$ cat config.mk
export PLATFORM = sky130hd
export DESIGN_NAME = sel2b_digit_driver
export DESIGN_NICKNAME = d
export VERILOG_FILES = /design/src/rtl/sel2b_pkg.sv /design/src/rtl/sel2b_digit_driver_hex7seg_dec.sv /design/src/rtl/sel2b_digit_driver.sv
export SDC_FILE = /design/constraint.sdc
export NUM_CORES = 1
export LEC_CHECK = 0
export BUFFER_PORTS_ARGS = -buffer_cell sky130_fd_sc_hd__buf_2
export CAP_MARGIN = 40
export CORE_UTILIZATION = 56
export DETAILED_ROUTE_END_ITERATION = 6
export GPL_ROUTABILITY_DRIVEN = 0
export GPL_TIMING_DRIVEN = 1
export PLACE_DENSITY = 0.81
export SYNTH_ARGS = -nofsm -noshare
export SYNTH_HDL_FRONTEND = slang
export SYNTH_HIERARCHICAL = 1
export SYNTH_SLANG_ARGS = --single-unit
$ cat constraint.sdc
create_clock -name IPTCLK -period 4.1 [get_ports IPTCLK]
set_clock_uncertainty 0.15 [all_clocks]
set_input_delay 0.41 -clock IPTCLK [delete_from_list [all_inputs] [get_ports IPTCLK]]
set_output_delay 0.41 -clock IPTCLK [all_outputs]
set_load 0.02 [all_outputs]
$ cat src/rtl/sel2b_pkg.sv
// Shared definitions for the sel2b digit driver: FSM state encoding,
// all-off output constants and the hex-to-segment table (active-low, gfedcba).
package sel2b_pkg;

    // BLANK: all digits dark during dead-time; SHOW: one digit lit.
    typedef enum logic {
        BLANK = 1'b0,
        SHOW  = 1'b1
    } state_e;

    localparam logic [3:0] AN_OFF  = 4'b1111;
    localparam logic [6:0] SEG_OFF = 7'b1111111;

    // Entry n holds the segment pattern for hex digit n. The concatenation lists
    // F first because the leftmost element lands on index 15.
    localparam logic [15:0][6:0] HEX7SEG_TBL = {
        7'b0001110,  // F
        7'b0000110,  // E
        7'b0100001,  // d
        7'b1000110,  // C
        7'b0000011,  // b
        7'b0001000,  // A
        7'b0010000,  // 9
        7'b0000000,  // 8
        7'b1111000,  // 7
        7'b0000010,  // 6
        7'b0010010,  // 5
        7'b0011001,  // 4
        7'b0110000,  // 3
        7'b0100100,  // 2
        7'b1111001,  // 1
        7'b1000000   // 0
    };

endpackage

$ cat src/rtl/sel2b_digit_driver_hex7seg_dec.sv
// Combinational hex digit to 7-segment decoder (active-low, gfedcba).
module hex7seg_dec
    import sel2b_pkg::*;
(
    input  logic [3:0] hex_i,
    output logic [6:0] seg_o
);

    assign seg_o = HEX7SEG_TBL[hex_i];

endmodule

$ cat src/rtl/sel2b_digit_driver.sv
// Four-digit 7-segment driver. A 2-bit selector (SELA = MSB, SELB = LSB),
// asynchronous to IPTCLK, picks which shadow digit is lit. Every digit switch
// inserts BLANK_CYCLES+1 cycles with all digits off so that ghosting cannot
// occur. AN, SEG and BUSY are registered copies of the next-state decode.
// BUSY is high exactly while the FSM is in BLANK, so it doubles as the
// externally visible state bit.
// Optional feature: define LEADING_ZERO_BLANK_EN to darken leading zeros on
// digits 3..1 (digit 0 always shows its value).
module sel2b_digit_driver
    import sel2b_pkg::*;
#(
    parameter int unsigned BLANK_CYCLES = 4
) (
    input  logic        IPTCLK,
    input  logic        IPTRST,
    input  logic        SELA,
    input  logic        SELB,
    input  logic        LOAD,
    input  logic [15:0] DIN,
    output logic [3:0]  AN,
    output logic [6:0]  SEG,
    output logic        BUSY
);

    localparam logic [3:0] CNT_INIT = 4'(BLANK_CYCLES);

    logic [1:0]  sync1_q, sync2_q;
    state_e      state_q, state_d;
    logic [1:0]  idx_q, idx_d;
    logic [1:0]  tgt_q, tgt_d;
    logic [3:0]  cnt_q, cnt_d;
    logic [15:0] shadow_q, shadow_d;
    logic [3:0]  an_q, an_d;
    logic [6:0]  seg_q, seg_d;
    logic        busy_q, busy_d;

    logic [3:0]  digit_d;
    logic [6:0]  dec_seg;
    logic [6:0]  seg_show;

    // Register bank: synchronizer, FSM state, shadow data and output registers.
    always_ff @(posedge IPTCLK) begin
        if (IPTRST) begin
            sync1_q  <= 2'b00;
            sync2_q  <= 2'b00;
            state_q  <= BLANK;
            idx_q    <= 2'd0;
            tgt_q    <= 2'd0;
            cnt_q    <= CNT_INIT;
            shadow_q <= 16'h0000;
            an_q     <= AN_OFF;
            seg_q    <= SEG_OFF;
            busy_q   <= 1'b1;
        end else begin
            sync1_q  <= {SELA, SELB};
            sync2_q  <= sync1_q;
            state_q  <= state_d;
            idx_q    <= idx_d;
            tgt_q    <= tgt_d;
            cnt_q    <= cnt_d;
            shadow_q <= shadow_d;
            an_q     <= an_d;
            seg_q    <= seg_d;
            busy_q   <= busy_d;
        end
    end

    // Next-state logic: a code change restarts the full dead-time; LOAD is
    // independent of the FSM and is honoured in any state.
    always_comb begin
        state_d  = state_q;
        idx_d    = idx_q;
        tgt_d    = tgt_q;
        cnt_d    = cnt_q;
        shadow_d = LOAD ? DIN : shadow_q;
        case (state_q)
            SHOW: begin
                if (sync2_q != idx_q) begin
                    state_d = BLANK;
                    tgt_d   = sync2_q;
                    cnt_d   = CNT_INIT;
                end
            end
            BLANK: begin
                if (sync2_q != tgt_q) begin
                    tgt_d = sync2_q;
                    cnt_d = CNT_INIT;
                end else if (cnt_q == 4'd0) begin
                    state_d = SHOW;
                    idx_d   = tgt_q;
                end else begin
                    cnt_d = cnt_q - 4'd1;
                end
            end
            default: begin
                state_d = BLANK;
                cnt_d   = CNT_INIT;
            end
        endcase
    end

    // Digit selected for display in the coming cycle.
    assign digit_d = shadow_d[{idx_d, 2'b00} +: 4];

    hex7seg_dec u_dec (
        .hex_i (digit_d),
        .seg_o (dec_seg)
    );

`ifdef LEADING_ZERO_BLANK_EN
    // Darken a digit when it and every more significant digit are zero.
    always_comb begin
        seg_show = dec_seg;
        case (idx_d)
            2'd3: if (shadow_d[15:12] == 4'h0) seg_show = SEG_OFF;
            2'd2: if (shadow_d[15:8]  == 8'h00) seg_show = SEG_OFF;
            2'd1: if (shadow_d[15:4]  == 12'h000) seg_show = SEG_OFF;
            default: seg_show = dec_seg;
        endcase
    end
`else
    assign seg_show = dec_seg;
`endif

    // Output decode from next state so the registered outputs track the FSM.
    always_comb begin
        an_d   = AN_OFF;
        seg_d  = SEG_OFF;
        busy_d = (state_d == BLANK);
        if (state_d == SHOW) begin
            an_d  = ~(4'b0001 << idx_d);
            seg_d = seg_show;
        end
    end

    assign AN   = an_q;
    assign SEG  = seg_q;
    assign BUSY = busy_q;

endmodule

# After elaboration in Yosys (flattened, before gate mapping)

Memory sizes are Yosys's and may differ from the RTL's. A register that Yosys moved wholly into a read port is not among the register bits.
Index checks and enable logic that the tools add are counted.

Memory bits (read-only): 112
Bits in registers: 34
Memories kept: 1
Input bits: 21
Output and inout port bits: 12
Logic and storage cells: 40

Mux-type cells: 15
Eq/ne operators: 5
Bitwise operators: 3
Add/sub/neg operators: 1
Reductions and logical operators: 4
Shifts and indexed selects: 2

Memory list:

| memory           | depth | bits a word | read ports | clocked after Yosys merged registers in | write ports | line                                | source |
|---|---|---|---|---|---|---|---|
| (name not given) | 16    | 7           | 1          | 1                                       | 0           | sel2b_digit_driver_hex7seg_dec.sv:9 | `assign seg_o = HEX7SEG_TBL[hex_i];` |

Operator list:

| kind                                                                | count |
|---|---|
| 16-bit two-way mux                                                  | 1 |
| 16-bit by 5-bit variable part select with 4-bit output              | 1 |
| 4-bit two-way mux                                                   | 3 |
| 2-bit two-way mux                                                   | 5 |
| 4-bit case mux with 2 select lines                                  | 1 |
| 4-bit zero test                                                     | 1 |
| 2-bit != test                                                       | 2 |
| 4-bit NOT                                                           | 1 |
| 2-bit case mux with 2 select lines                                  | 1 |
| 2-bit AND reduction                                                 | 2 |
| 1-bit by 2-bit << shifter with 4-bit output (first input constant)  | 1 |
| 4-bit by 1-bit subtractor with 4-bit output (second input constant) | 1 |
| 1-bit two-way mux                                                   | 3 |
| 3-bit != test (second input constant)                               | 1 |
| 2-bit by 1-bit != test with 1-bit output (second input constant)    | 1 |
| 2-bit != test (second input constant)                               | 1 |
| 1-bit NOT                                                           | 2 |
| 1-bit case mux with 2 select lines                                  | 1 |
| 2-bit OR reduction                                                  | 1 |

# Depth between registers and ports, before layout

Gate-level depths: netlist of run 1.

Depth in word-level cells: 6
Gate-level depth with buffers: 13
Gate-level depth less buffers: 12

# Hierarchy

Netlist of run 1, hierarchy kept.

Modules (own cells, without submodules):

| module             | sequential area each (um^2) | area each (um^2) | times used | cells each |
|---|---|---|---|---|
| sel2b_digit_driver | 820.8                       | 1,891.8          | 1          | 191 |
| hex7seg_dec        | 0.0                         | 275.3            | 1          | 32 |

# Least setup slack after synthesis of run 1

No wires, ideal clock.

Kind: reg2reg
Start: register cnt_q[0]
End: register seg_q[3], in the netlist SEG[3]
Setup slack: 0.549 ns
Setup time: 0.122 ns
Data arrival time: 3.279 ns
Stages on the path, launching flop included: 13
Required time: 3.828 ns
Path through: dfxtp_1 > inv_1 > ha_1 > or3b_4 > o41a_1 > or2_1 > buf_6 > o32ai_2 > inv_1 > ha_1 > inv_1 > mux4_1 > nand2b_1

Elaborated cells on any way between the ends: 10

RTL lines:

| item                                                   | line                      | source |
|---|---|---|
| start: declaration                                     | sel2b_digit_driver.sv:31  | `logic [3:0] cnt_q, cnt_d;` |
| start signal: assignment                               | sel2b_digit_driver.sv:60  | `cnt_q <= cnt_d;` |
| 4-bit zero test                                        | sel2b_digit_driver.sv:88  | `end else if (cnt_q == 4'd0) begin` |
| 2-bit two-way mux                                      | sel2b_digit_driver.sv:88  |  |
| 2-bit two-way mux                                      | sel2b_digit_driver.sv:85  | `if (sync2_q != tgt_q) begin` |
| 2-bit two-way mux                                      | sel2b_digit_driver.sv:76  | `case (state_q)` |
| 16-bit by 5-bit variable part select with 4-bit output | sel2b_digit_driver.sv:103 | `assign digit_d = shadow_d[{idx_d, 2'b00} +: 4];` |
| via digit_d[0]                                         | sel2b_digit_driver.sv:37  | `logic [3:0] digit_d;` |
| end: declaration                                       | sel2b_digit_driver.sv:34  | `logic [6:0] seg_q, seg_d;` |

The timed path passes the listed nets, and every way through them passes these cells.
A chain may end at the register's enable or synchronous reset.

# Worst setup path after layout of run 1

Ends and elaborated chain as after synthesis.

==> run_results.csv, run 1 <==
group,metric,value,unit
run_status,status,"completed",
worst_setup_path,critical_path_buf_inv_count,3,
floorplan,die_w,64.2,um
synth,synth_top_area_share,37.9,%
pwr,p_comb_share,31.5,%
global_routing,grt_max_degree,29,
global_routing,antenna_found_initial,0,
cells_and_area,ff_latch_area,821,um^2
global_routing,overflow,0,
place,place_area,2340,um^2
floorplan,die_y,64.2,um
synth,synthArstFlopShare,0,%
synth,synthSimpleGateAreaFrac,20.6,%
timing,worst_pin_slew,851,ps
worst_setup_path,cp_data_arrival_time,3810,ps
synth,ys.flop_type,"dfxtp_1",
worst_setup_path,max_stage_delay,500,ps
route,dr_wl_met2,2.01,mm
floorplan,core_area,3690,um^2
synth,synth-compound-area-share,17.7,%
worst_hold_path,hp-class,"in2reg",
pwr,vdd_drop_max,0.311,mV
route,viasPerCell,5.86,
timing,period_minus_slack,3780,ps
clock_network,cts.sinks,41,
pwr,p_seq_share,40.9,%
place,io_buffers,32,
cells_and_area,final_cell_area,2460,um^2
route,route.detailed.wl_per_inst,14.4,um
worst_setup_path,crit_family,"simple AND/OR/NAND/NOR gates",
route,vias,1763,
route,dr_wl_met3,277,um
clock_network,cts_setup_buffers,0,
route,wl,4.32,mm
floorplan,start_util,58.8,%
synth,synth-seq-area-share,37.9,%
synth,ys_ff_latch,41,
synth,synth_edf_count,0,
synth,synth_top_family_by_area,"simple AND/OR/NAND/NOR gates",
cells_and_area,num_antenna_cells,0,
worst_setup_path,critPathMostFrequentCell,"inv_1",
global_routing,grt_pass1_wl,7.14,mm
clock_network,hold_buffers,0,
worst_setup_path,crit_chain,"inv_1 > ha_1 > or3b_4 > o41a_1 > or2_1 > o32ai_2 > inv_1 > ha_1 > inv_1 > mux4_1 > nand2b_1",
pwr,internal-power,0.817,mW
pwr,clock_power_share,27.5,%
synth,yosys_warnings,6,
timing,grt_setup_unrepaired,"no",
timing,fin_crit_sh,92.2,%
synth,syn_inst,223,
clock_network,h-tree-depth,2,
clock_network,clockBufferDepth,2,
place,hpwl,3.11,mm
synth,syn_area,2170,um^2
floorplan,row_count,22,
synth,yosys.area.top_type,"dfxtp_1",
route,drt-pass1-iter-count,4,
worst_setup_path,slowest_stage,"o41a_1",
worst_setup_path,worstPathRequired,4130,ps
pwr,leakagePower,1.00,nW
timing,slew_violations,0,
synth,synthAdderAreaFrac,4.62,%
timing,hold_viol,0,
route,drtIter0Drc,79,
clock_network,cts_tree,"built",
timing,setup_viol,0,
pwr,switching_share,32.5,%
synth,avgSynthCellArea,9.72,um^2
route,top_layer,"met4",
worst_setup_path,cp-end-kind,"register",
timing,fin_hold_ws,172,ps
timing,timing.slew.headroom,42.7,%
synth,synthMuxAreaShare,12.4,%
clock_network,cts_buffers,5,
job,cap_violations,0,
clock_network,clk_pin_slew,70,ps
floorplan,ios,33,
timing,finalSetupTns,0,ps
synth,syn-num-nets,252,
cells_and_area,nets,281,
synth,yosys-top-cells-area,"dfxtp_1 (38%), mux2i_1 (6.5%), mux2_2 (4.7%), ha_1 (4.6%), nor2_1 (3.6%)",
synth,synth.distinct_cells,44,
floorplan,die_area,4120,um^2
cells_and_area,fillerInstances,312,
cells_and_area,areaGrowthSynthToFinish,13.7,%
worst_setup_path,crit_fanout,14,
cells_and_area,drive_gt1_share,24.1,%
worst_setup_path,critPathKind,"reg2reg",
clock_network,cts-root-buf,"clkbuf_8",
synth,synth_xor_area_share,2.02,%
global_routing,grt_pass1_vias,1539,
pwr,p_sw,0.393,mW
route,met1_length,1.93,mm
pwr,powerDensity,492,nW/um^2
timing,max_freq,265,MHz
route,ant_nets,0,
cells_and_area,multi_input_area,1250,um^2
worst_setup_path,cp-start-kind,"register",
global_routing,grt_use_total,23.1,%
clock_network,post_cts_resized,0,
route,drc,0,
clock_network,clk_latency,300,ps
-- cells in the final DEF, fill, tap and decap left out, types with 3 or more instances in the layout --
cell	synthesis	layout
inv_1	8	8
o311ai_0	4	4
nand3_1	9	9
o221ai_1	4	4
o31ai_1	8	8
mux2_2	9	9
nor3_1	7	7
nor2b_1	12	12
clkbuf_8	0	6
dfxtp_1	41	41
a211oi_1	5	5
a21o_1	3	3
mux2i_1	14	14
o32ai_2	4	3
a22oi_1	4	4
xnor2_1	3	3
ha_1	8	8
nand4_1	8	8
buf_4	0	3
nor2_1	21	21
buf_2	2	32
nand2b_1	10	10
-- final timing paths --
path	startpoint	to	slack, ps	cells after the start
max	cnt_q[0]$_SDFFE_PP0N_	SEG[3]$_SDFF_PP1_	320	11
max reg2reg	cnt_q[0]$_SDFFE_PP0N_	SEG[3]$_SDFF_PP1_	320	11
min reg2reg	sync1_q[0]$_SDFF_PP0_	sync2_q[0]$_SDFF_PP0_	290	1
min	SELB	sync1_q[0]$_SDFF_PP0_	170	2
-- cell type report --
type                       instances  area share (%)
sequential                        41            33.3
timing repair buffer              35            7.41
tap                               48            2.44
clock buffer                       7            3.50
inverter                           8            1.22
multi-input combinational        161            50.9
clock inverter                     1            1.22
-- metal layers --
metal  global-route usage [%]  vias up
li1                         -      878
met1                     28.0      811
met2                     37.2       63
met3                     6.61       11
met4                     11.1        0
met5                        0        -
-- worst register-to-register path, stage by stage, from the launching register on --
cell and delay [ps]:
dfxtp_1 340, inv_1 70, ha_1 190, or3b_4 470, o41a_1 510, or2_1 360
o32ai_2 440, inv_1 190, ha_1 310, inv_1 50, mux4_1 460, nand2b_1 150
-- sequential cells by signal (all words and copies together), names as in the netlist --
| register | flops |
|---|---|
| tgt_q | 2 |
| idx_q | 2 |
| shadow_q | 16 |
| cnt_q | 4 |
| AN | 4 |
| SEG | 7 |
| sync1_q | 2 |
| BUSY | 1 |
| sync2_q | 2 |
| state_q | 1 |
-- through the flow --
step	cells	utilization, %	total power, mW	worst slack, ps
after floorplan	223	-	0.796	549
after global placement	293	63.3	0.869	351
after detailed placement	293	63.3	0.880	240
after CTS	301	66.5	1.21	235
after global routing	301	66.8	1.29	85.9
final	301	66.8	1.21	321
-- power groups by stage --
stage               registers, mW  logic (mW)  clock network (mW)
detailed placement          0.503       0.377                   0
global route                0.504       0.423               0.364
global placement            0.501       0.367                   0
finish                      0.495       0.382               0.334
floorplan                   0.526       0.270                   0
CTS                         0.495       0.378               0.341
-- synth_stat cells (all sizes together), types with 2 or more instances --
| master | n |
|---|---|
| nor2 | 21 |
| xnor2 | 3 |
| o311ai | 4 |
| nand4 | 8 |
| mux2 | 9 |
| nand3 | 9 |
| o21ai | 2 |
| inv | 8 |
| ha | 8 |
| a22oi | 4 |
| xor2 | 2 |
| and2 | 2 |
| o32ai | 4 |
| a211oi | 5 |
| nor2b | 12 |
| a22o | 2 |
| mux2i | 14 |
| or3b | 2 |
| o221ai | 4 |
| or2 | 2 |
| buf | 5 |
| o31ai | 8 |
| a21o | 3 |
| nor3 | 7 |
| or4 | 2 |
| nand2b | 10 |
| clkbuf | 8 |
| dfxtp | 41 |
| a21oi | 3 |
-- cell families after synthesis --
kind of cell / count (synthesis)
compound gates: 44
xor+xnor: 5
fa+ha+maj: 8
buf+inv: 21
flops: 41
mux: 24
simple gates: 80
Note: power is estimated with default switching activity, not from simulation.
==> run 2, diff against run 1 <==
--- a/config.mk
+++ b/config.mk
@@ -7,7 +7,9 @@
 export LEC_CHECK = 0
 export BUFFER_PORTS_ARGS = -buffer_cell sky130_fd_sc_hd__buf_2
 export CAP_MARGIN = 40
+export CORE_ASPECT_RATIO = 0.5
 export CORE_UTILIZATION = 56
+export CTS_CLUSTER_DIAMETER = 30
 export DETAILED_ROUTE_END_ITERATION = 6
 export GPL_ROUTABILITY_DRIVEN = 0
 export GPL_TIMING_DRIVEN = 1
==> run_results.csv, run 2 (same netlist as run 1, synthesis figures left out) <==
group,metric,value,unit
run_status,status,"completed",
worst_setup_path,r2r-end,"SEG[3]$_SDFF_PP1_",
global_routing,gr-usage-met1,30.2,%
route,wl,4.39,mm
worst_setup_path,crit_path_start,"cnt_q[0]$_SDFFE_PP0N_",
cells_and_area,drive_gt1_share,24.6,%
worst_setup_path,critPathKind,"reg2reg",
timing,timing.slew.headroom,40.7,%
route,viasPerCell,5.75,
cells_and_area,final_cell_mix,"dfxtp_1 (41), buf_2 (32), nor2_1 (21)",
place,hpwl,3.13,mm
global_routing,grt_pass1_wl,6.97,mm
route,vias,1741,
clock_network,cts-root-buf,"clkbuf_8",
clock_network,clk_latency,300,ps
clock_network,clockBufferDepth,2,
clock_network,clk_pin_slew,80,ps
worst_setup_path,crit_fanout,14,
timing,slew_violations,0,
worst_setup_path,cp-end-kind,"register",
worst_setup_path,cp-start-kind,"register",
timing,finalSetupTns,0,ps
worst_setup_path,critPathMostFrequentCell,"inv_1",
cells_and_area,areaGrowthSynthToFinish,13.6,%
worst_setup_path,critical_path_buf_inv_count,3,
floorplan,start_util,60.8,%
worst_setup_path,max_stage_delay,510,ps
worst_hold_path,hp-class,"in2reg",
global_routing,grt-busiest-layer,"met2",
cells_and_area,final_common_cell,"dfxtp_1",
job,cap_violations,0,
floorplan,ios,33,
global_routing,overflow,0,
timing,period_minus_slack,3820,ps
cells_and_area,regMostFlops,"shadow_q",
worst_setup_path,worstPathRequired,4120,ps
floorplan,die_w,90.0,um
clock_network,cts_buffers,5,
worst_setup_path,path_depth,11,
worst_setup_path,cp_data_arrival_time,3840,ps
global_routing,grt_pass1_vias,1499,
timing,grt_setup_unrepaired,"no",
clock_network,cts_tree,"built",
route,ant_nets,0,
worst_setup_path,crit_end,"SEG[3]$_SDFF_PP1_",
floorplan,core_area,3570,um^2
clock_network,cts_setup_buffers,0,
cells_and_area,nets,280,
clock_network,h-tree-depth,2,
worst_setup_path,reg2regPathDepth,11,
timing,max_freq,262,MHz
clock_network,post_cts_resized,0,
global_routing,use_met3,7.17,%
route,drc,0,
global_routing,grt_max_degree,29,
floorplan,die_area,4140,um^2
worst_setup_path,r2r_start,"cnt_q[0]$_SDFFE_PP0N_",
floorplan,row_count,15,
clock_network,hold_buffers,0,
timing,setup_viol,0,
timing,fin_crit_sh,93.1,%
global_routing,grt_use_total,22.6,%
cells_and_area,num_antenna_cells,0,
place,io_buffers,32,
worst_setup_path,crit_family,"simple AND/OR/NAND/NOR gates",
timing,worst_pin_slew,886,ps
floorplan,die_y,46.0,um
cells_and_area,largest_reg_flops,16,
clock_network,cts.sinks,41,
route,route.detailed.wl_per_inst,14.5,um
pwr,leakagePower,0.996,nW
cells_and_area,fillerInstances,268,
worst_setup_path,slowest_stage,"o41a_1",
global_routing,grt.met2_usage,34.8,%
worst_setup_path,reg2reg_slack,280,ps
timing,hold_viol,0,
pwr,powerDensity,475,nW/um^2
global_routing,antenna_found_initial,0,
route,drtIter0Drc,95,
pwr,power.total,1.17,mW
route,drt-pass1-iter-count,4,
worst_setup_path,crit_chain,"inv_1 > ha_1 > or3b_4 > o41a_1 > or2_1 > o32ai_4 > inv_1 > ha_1 > inv_1 > mux4_1 > nand2b_1",
pwr,vdd_drop_max,0.296,mV
-- run 2: cell count changes in the layout (fill, tap and decap cells not counted) --
cell	delta
buf_4	-1
bufinv_16	-1
clkbuf_1	-1
clkbuf_8	+1
clkinv_2	+1
nor4_1	-1
nor4_2	+1
o32ai_2	-1
o32ai_4	+1
-- run 2: worst register-to-register path, cell delays in order (launching register included) --
cell and delay, ps:
dfxtp_1 340, inv_1 70, ha_1 180, or3b_4 470, o41a_1 510, or2_1 370, o32ai_4 440, inv_1 180
ha_1 320, inv_1 50, mux4_1 460, nand2b_1 150
-- run 2: power breakdown --
group / leakage (nW) / internal [mW] / switching, mW
sequential: 0.337 / 0.456 / 0.0380
combinational: 0.605 / 0.165 / 0.225
clock: 0.0542 / 0.152 / 0.135
total: 0.996 / 0.773 / 0.397
-- run 2: layer usage --
layer / routed length [um] / vias to the layer above
met5: 0 / -
met4: 72 / 0
met3: 370 / 8
met2: 1850 / 71
met1: 2100 / 789
li1: - / 873
-- run 2: area by class of cell --
type / count / area (um^2) / area share (%)
clock inverter: 1 / 5.00 / 0.203
tap: 51 / 63.8 / 2.59
sequential: 41 / 821 / 33.3
inverter: 8 / 30.0 / 1.22
multi-input combinational: 161 / 1270 / 51.6
clock buffer: 7 / 96.3 / 3.91
timing repair buffer: 34 / 175 / 7.11
-- run 2: through the flow --
stage	worst slack (ps)	util (%)	area, um^2	instances	hold WS (ps)
after floorplan	549	-	2170	223	264
after global placement	376	65.4	2330	295	268
after detailed placement	223	65.4	2330	295	280
after CTS	198	68.2	2430	303	170
after global routing	66.2	69.1	2460	303	178
final	281	69.1	2460	303	171
-- run 2: how the worst min path moves through the flow --
stage	startpoint	endpoint	slack, ps	cells after the start
2_1_floorplan	sync1_q[0]$_SDFF_PP0_	sync2_q[0]$_SDFF_PP0_	260	1
3_3_place_gp	sync1_q[1]$_SDFF_PP0_	sync2_q[1]$_SDFF_PP0_	270	1
3_5_place_dp	sync1_q[1]$_SDFF_PP0_	sync2_q[1]$_SDFF_PP0_	280	1
4_1_cts	SELB	sync1_q[0]$_SDFF_PP0_	170	2
5_1_grt	SELA	sync1_q[1]$_SDFF_PP0_	180	2
6_report	SELB	sync1_q[0]$_SDFF_PP0_	170	2
==> run 3, diff against run 2 <==
--- a/config.mk
+++ b/config.mk
@@ -5,15 +5,16 @@
 export SDC_FILE = /design/constraint.sdc
 export NUM_CORES = 1
 export LEC_CHECK = 0
+export ABC_AREA = 1
 export BUFFER_PORTS_ARGS = -buffer_cell sky130_fd_sc_hd__buf_2
 export CAP_MARGIN = 40
 export CORE_ASPECT_RATIO = 0.5
-export CORE_UTILIZATION = 56
+export CORE_UTILIZATION = 55
 export CTS_CLUSTER_DIAMETER = 30
 export DETAILED_ROUTE_END_ITERATION = 6
 export GPL_ROUTABILITY_DRIVEN = 0
 export GPL_TIMING_DRIVEN = 1
-export PLACE_DENSITY = 0.81
+export PLACE_DENSITY = 0.8
 export SYNTH_ARGS = -nofsm -noshare
 export SYNTH_HDL_FRONTEND = slang
 export SYNTH_HIERARCHICAL = 1
==> run_results.csv, run 3 <==
group,metric,value,unit
run_status,status,"completed",
synth,ys.flop_type,"dfxtp_1",
cells_and_area,num_antenna_cells,0,
worst_setup_path,cp_data_arrival_time,2870,ps
clock_network,cts_buffers,5,
timing,max_freq,354,MHz
floorplan,start_util,58.1,%
timing,setup_viol,0,
route,drt-pass1-iter-count,5,
floorplan,die_y,44.8,um
cells_and_area,nets,349,
cells_and_area,fillerInstances,313,
floorplan,ios,33,
timing,finalSetupTns,0,ps
worst_setup_path,crit_end,"SEG[1]$_SDFF_PP1_",
route,route.detailed.wl_per_inst,10.5,um
global_routing,grt_pass1_wl,6.46,mm
pwr,power.total,1.30,mW
floorplan,die_area,3930,um^2
pwr,vdd_drop_max,0.215,mV
global_routing,antenna_found_initial,0,
worst_hold_path,hp-class,"in2reg",
pwr,powerDensity,569,nW/um^2
cells_and_area,ff_latch_area,821,um^2
route,ant_nets,0,
synth,synth_top_area_share,40.7,%
place,io_buffers,32,
route,viasPerCell,4.82,
synth,synth-seq-area-share,40.7,%
cells_and_area,multi_input_area,942,um^2
place,pre_cts_ws,1360,ps
synth,synth_xor_area_share,1.30,%
floorplan,die_w,87.6,um
global_routing,grt.met2_usage,34.8,%
synth,ys_ff_latch,41,
worst_setup_path,critical_path_buf_inv_count,2,
synth,synth_edf_count,0,
worst_setup_path,cp-start-kind,"register",
clock_network,hold_buffers,0,
cells_and_area,final_cell_area,2280,um^2
worst_setup_path,worstPathRequired,4140,ps
place,hpwl,2.85,mm
global_routing,overflow,0,
global_routing,grt_pass1_vias,1504,
timing,worst_pin_slew,450,ps
route,drtIter0Drc,92,
job,cap_violations,0,
synth,synthMuxAreaShare,0,%
route,wl,3.91,mm
timing,grt_setup_unrepaired,"no",
synth,yosys.cell_count.top_type,"nand2_1",
worst_hold_path,hold_path_depth,3,
place,place_area,2190,um^2
synth,yosys-top-cells-area,"dfxtp_1 (41%), nand2_1 (13%), inv_1 (9.7%), nand3_1 (7.7%), nor2_1 (5.4%)",
timing,period_minus_slack,2820,ps
clock_network,cts_tree,"built",
synth,syn_inst,289,
synth,avgSynthCellArea,6.97,um^2
cells_and_area,final_common_cell,"nand2_1",
global_routing,grt_max_degree,33,
worst_setup_path,crit_path_start,"cnt_q[0]$_SDFFE_PP0N_",
clock_network,cts.sinks,41,
timing,worst_slack,1280,ps
clock_network,clk_latency,300,ps
synth,syn-num-nets,318,
clock_network,h-tree-depth,2,
global_routing,gr-usage-met1,29.3,%
worst_setup_path,cp-end-kind,"register",
timing,hold_viol,0,
clock_network,cts_setup_buffers,0,
cells_and_area,drive_gt1_share,16.3,%
worst_setup_path,r2r-end,"SEG[1]$_SDFF_PP1_",
timing,fin_crit_sh,68.9,%
worst_setup_path,crit_chain,"inv_1 > ha_1 > nand2_1 > nor2_2 > nand4_1 > nand3_1 > nand2_1 > nand2_1 > nand2_1 > inv_1 > ha_1 > nand3_1 > nand2_1 > or2_2",
synth,synthTopCellsByCount,"nand2_1 (68), inv_1 (52), dfxtp_1 (41)",
cells_and_area,largest_reg_flops,16,
route,drc,0,
timing,slew_violations,0,
synth,synthSimpleGateAreaFrac,32.8,%
worst_setup_path,crit_family,"simple AND/OR/NAND/NOR gates",
worst_setup_path,reg2regPathDepth,14,
worst_setup_path,critPathKind,"reg2reg",
clock_network,post_cts_resized,0,
floorplan,row_count,15,
cells_and_area,final_cell_mix,"nand2_1 (68), inv_1 (52), dfxtp_1 (41)",
cells_and_area,areaGrowthSynthToFinish,13.1,%
global_routing,grt_use_total,21.8,%
global_routing,use_met3,4.94,%
timing,fin_hold_ws,164,ps
global_routing,grt-busiest-layer,"met2",
synth,synth_top_family_by_area,"simple AND/OR/NAND/NOR gates",
worst_setup_path,critPathMostFrequentCell,"nand2_1",
timing,timing.slew.headroom,70.0,%
synth,synthAdderAreaFrac,4.97,%
synth,yosys.area.top_type,"dfxtp_1",
worst_setup_path,slowest_stage,"nand4_1",
worst_setup_path,r2r_start,"cnt_q[0]$_SDFFE_PP0N_",
clock_network,clk_pin_slew,80,ps
synth,synth-compound-area-share,7.64,%
floorplan,core_area,3470,um^2
clock_network,clockBufferDepth,2,
synth,synth.distinct_cells,27,
synth,syn_area,2020,um^2
worst_setup_path,reg2reg_slack,1280,ps
worst_setup_path,path_depth,14,
clock_network,cts-root-buf,"clkbuf_8",
pwr,leakagePower,1.20,nW
route,vias,1788,
synth,synthArstFlopShare,0,%
worst_setup_path,crit_fanout,8,
synth,yosys_warnings,6,
cells_and_area,regMostFlops,"shadow_q",
worst_setup_path,max_stage_delay,340,ps
run 3: logic make-up after synthesis:
family,count (synthesis)
simple gates,147
buf+inv,63
flops,41
compound gates,27
fa+ha+maj,8
xor+xnor,3
run 3: how the worst min path moves through the flow:
stage	from	slack, ps	end
after detailed placement	sync1_q[1]$_SDFF_PP0_	250	sync2_q[1]$_SDFF_PP0_
after floorplan	sync1_q[0]$_SDFF_PP0_	240	sync2_q[0]$_SDFF_PP0_
after global routing	SELA	200	sync1_q[1]$_SDFF_PP0_
after CTS	SELB	160	sync1_q[0]$_SDFF_PP0_
final	SELB	160	sync1_q[0]$_SDFF_PP0_
after global placement	sync1_q[1]$_SDFF_PP0_	240	sync2_q[1]$_SDFF_PP0_
run 3: through the flow:
stage                     std cells  util [%]
after detailed placement        364      63.2
after global placement          364      63.2
after floorplan                 289         -
after CTS                       371      65.7
final                           371      65.7
after global routing            371      65.7
run 3: where the power goes:
group          switching [mW]  internal (mW)  leakage (nW)
Clock                   0.133          0.134        0.0443
Sequential             0.0271          0.457         0.338
Combinational           0.365          0.182         0.814
run 3: cell type report:
| cell class | instances | share of cell area [%] |
|---|---|---|
| Multi-Input combinational cell | 185 | 41.3 |
| Sequential cell | 41 | 36.0 |
| Inverter | 55 | 9.06 |
| Timing Repair Buffer | 32 | 7.03 |
| Clock buffer | 7 | 3.79 |
| Tap cell | 51 | 2.80 |
run 3: layer usage:
layer  vias up  part of all wire [%]
met3         6                   7.6
met2        74                    44
li1        939                     -
met1       769                    48
met5         -                     0
met4         0                   1.3
run 3: worst register-to-register path: stages, from the launching register on:
cell and delay, ps:
dfxtp_1 330, inv_1 80, ha_1 170, nand2_1 80, nor2_2 210, nand4_1 340
nand3_1 210, nand2_1 70, nand2_1 50, nand2_1 120, inv_1 180, ha_1 280
nand3_1 100, nand2_1 60, or2_2 280
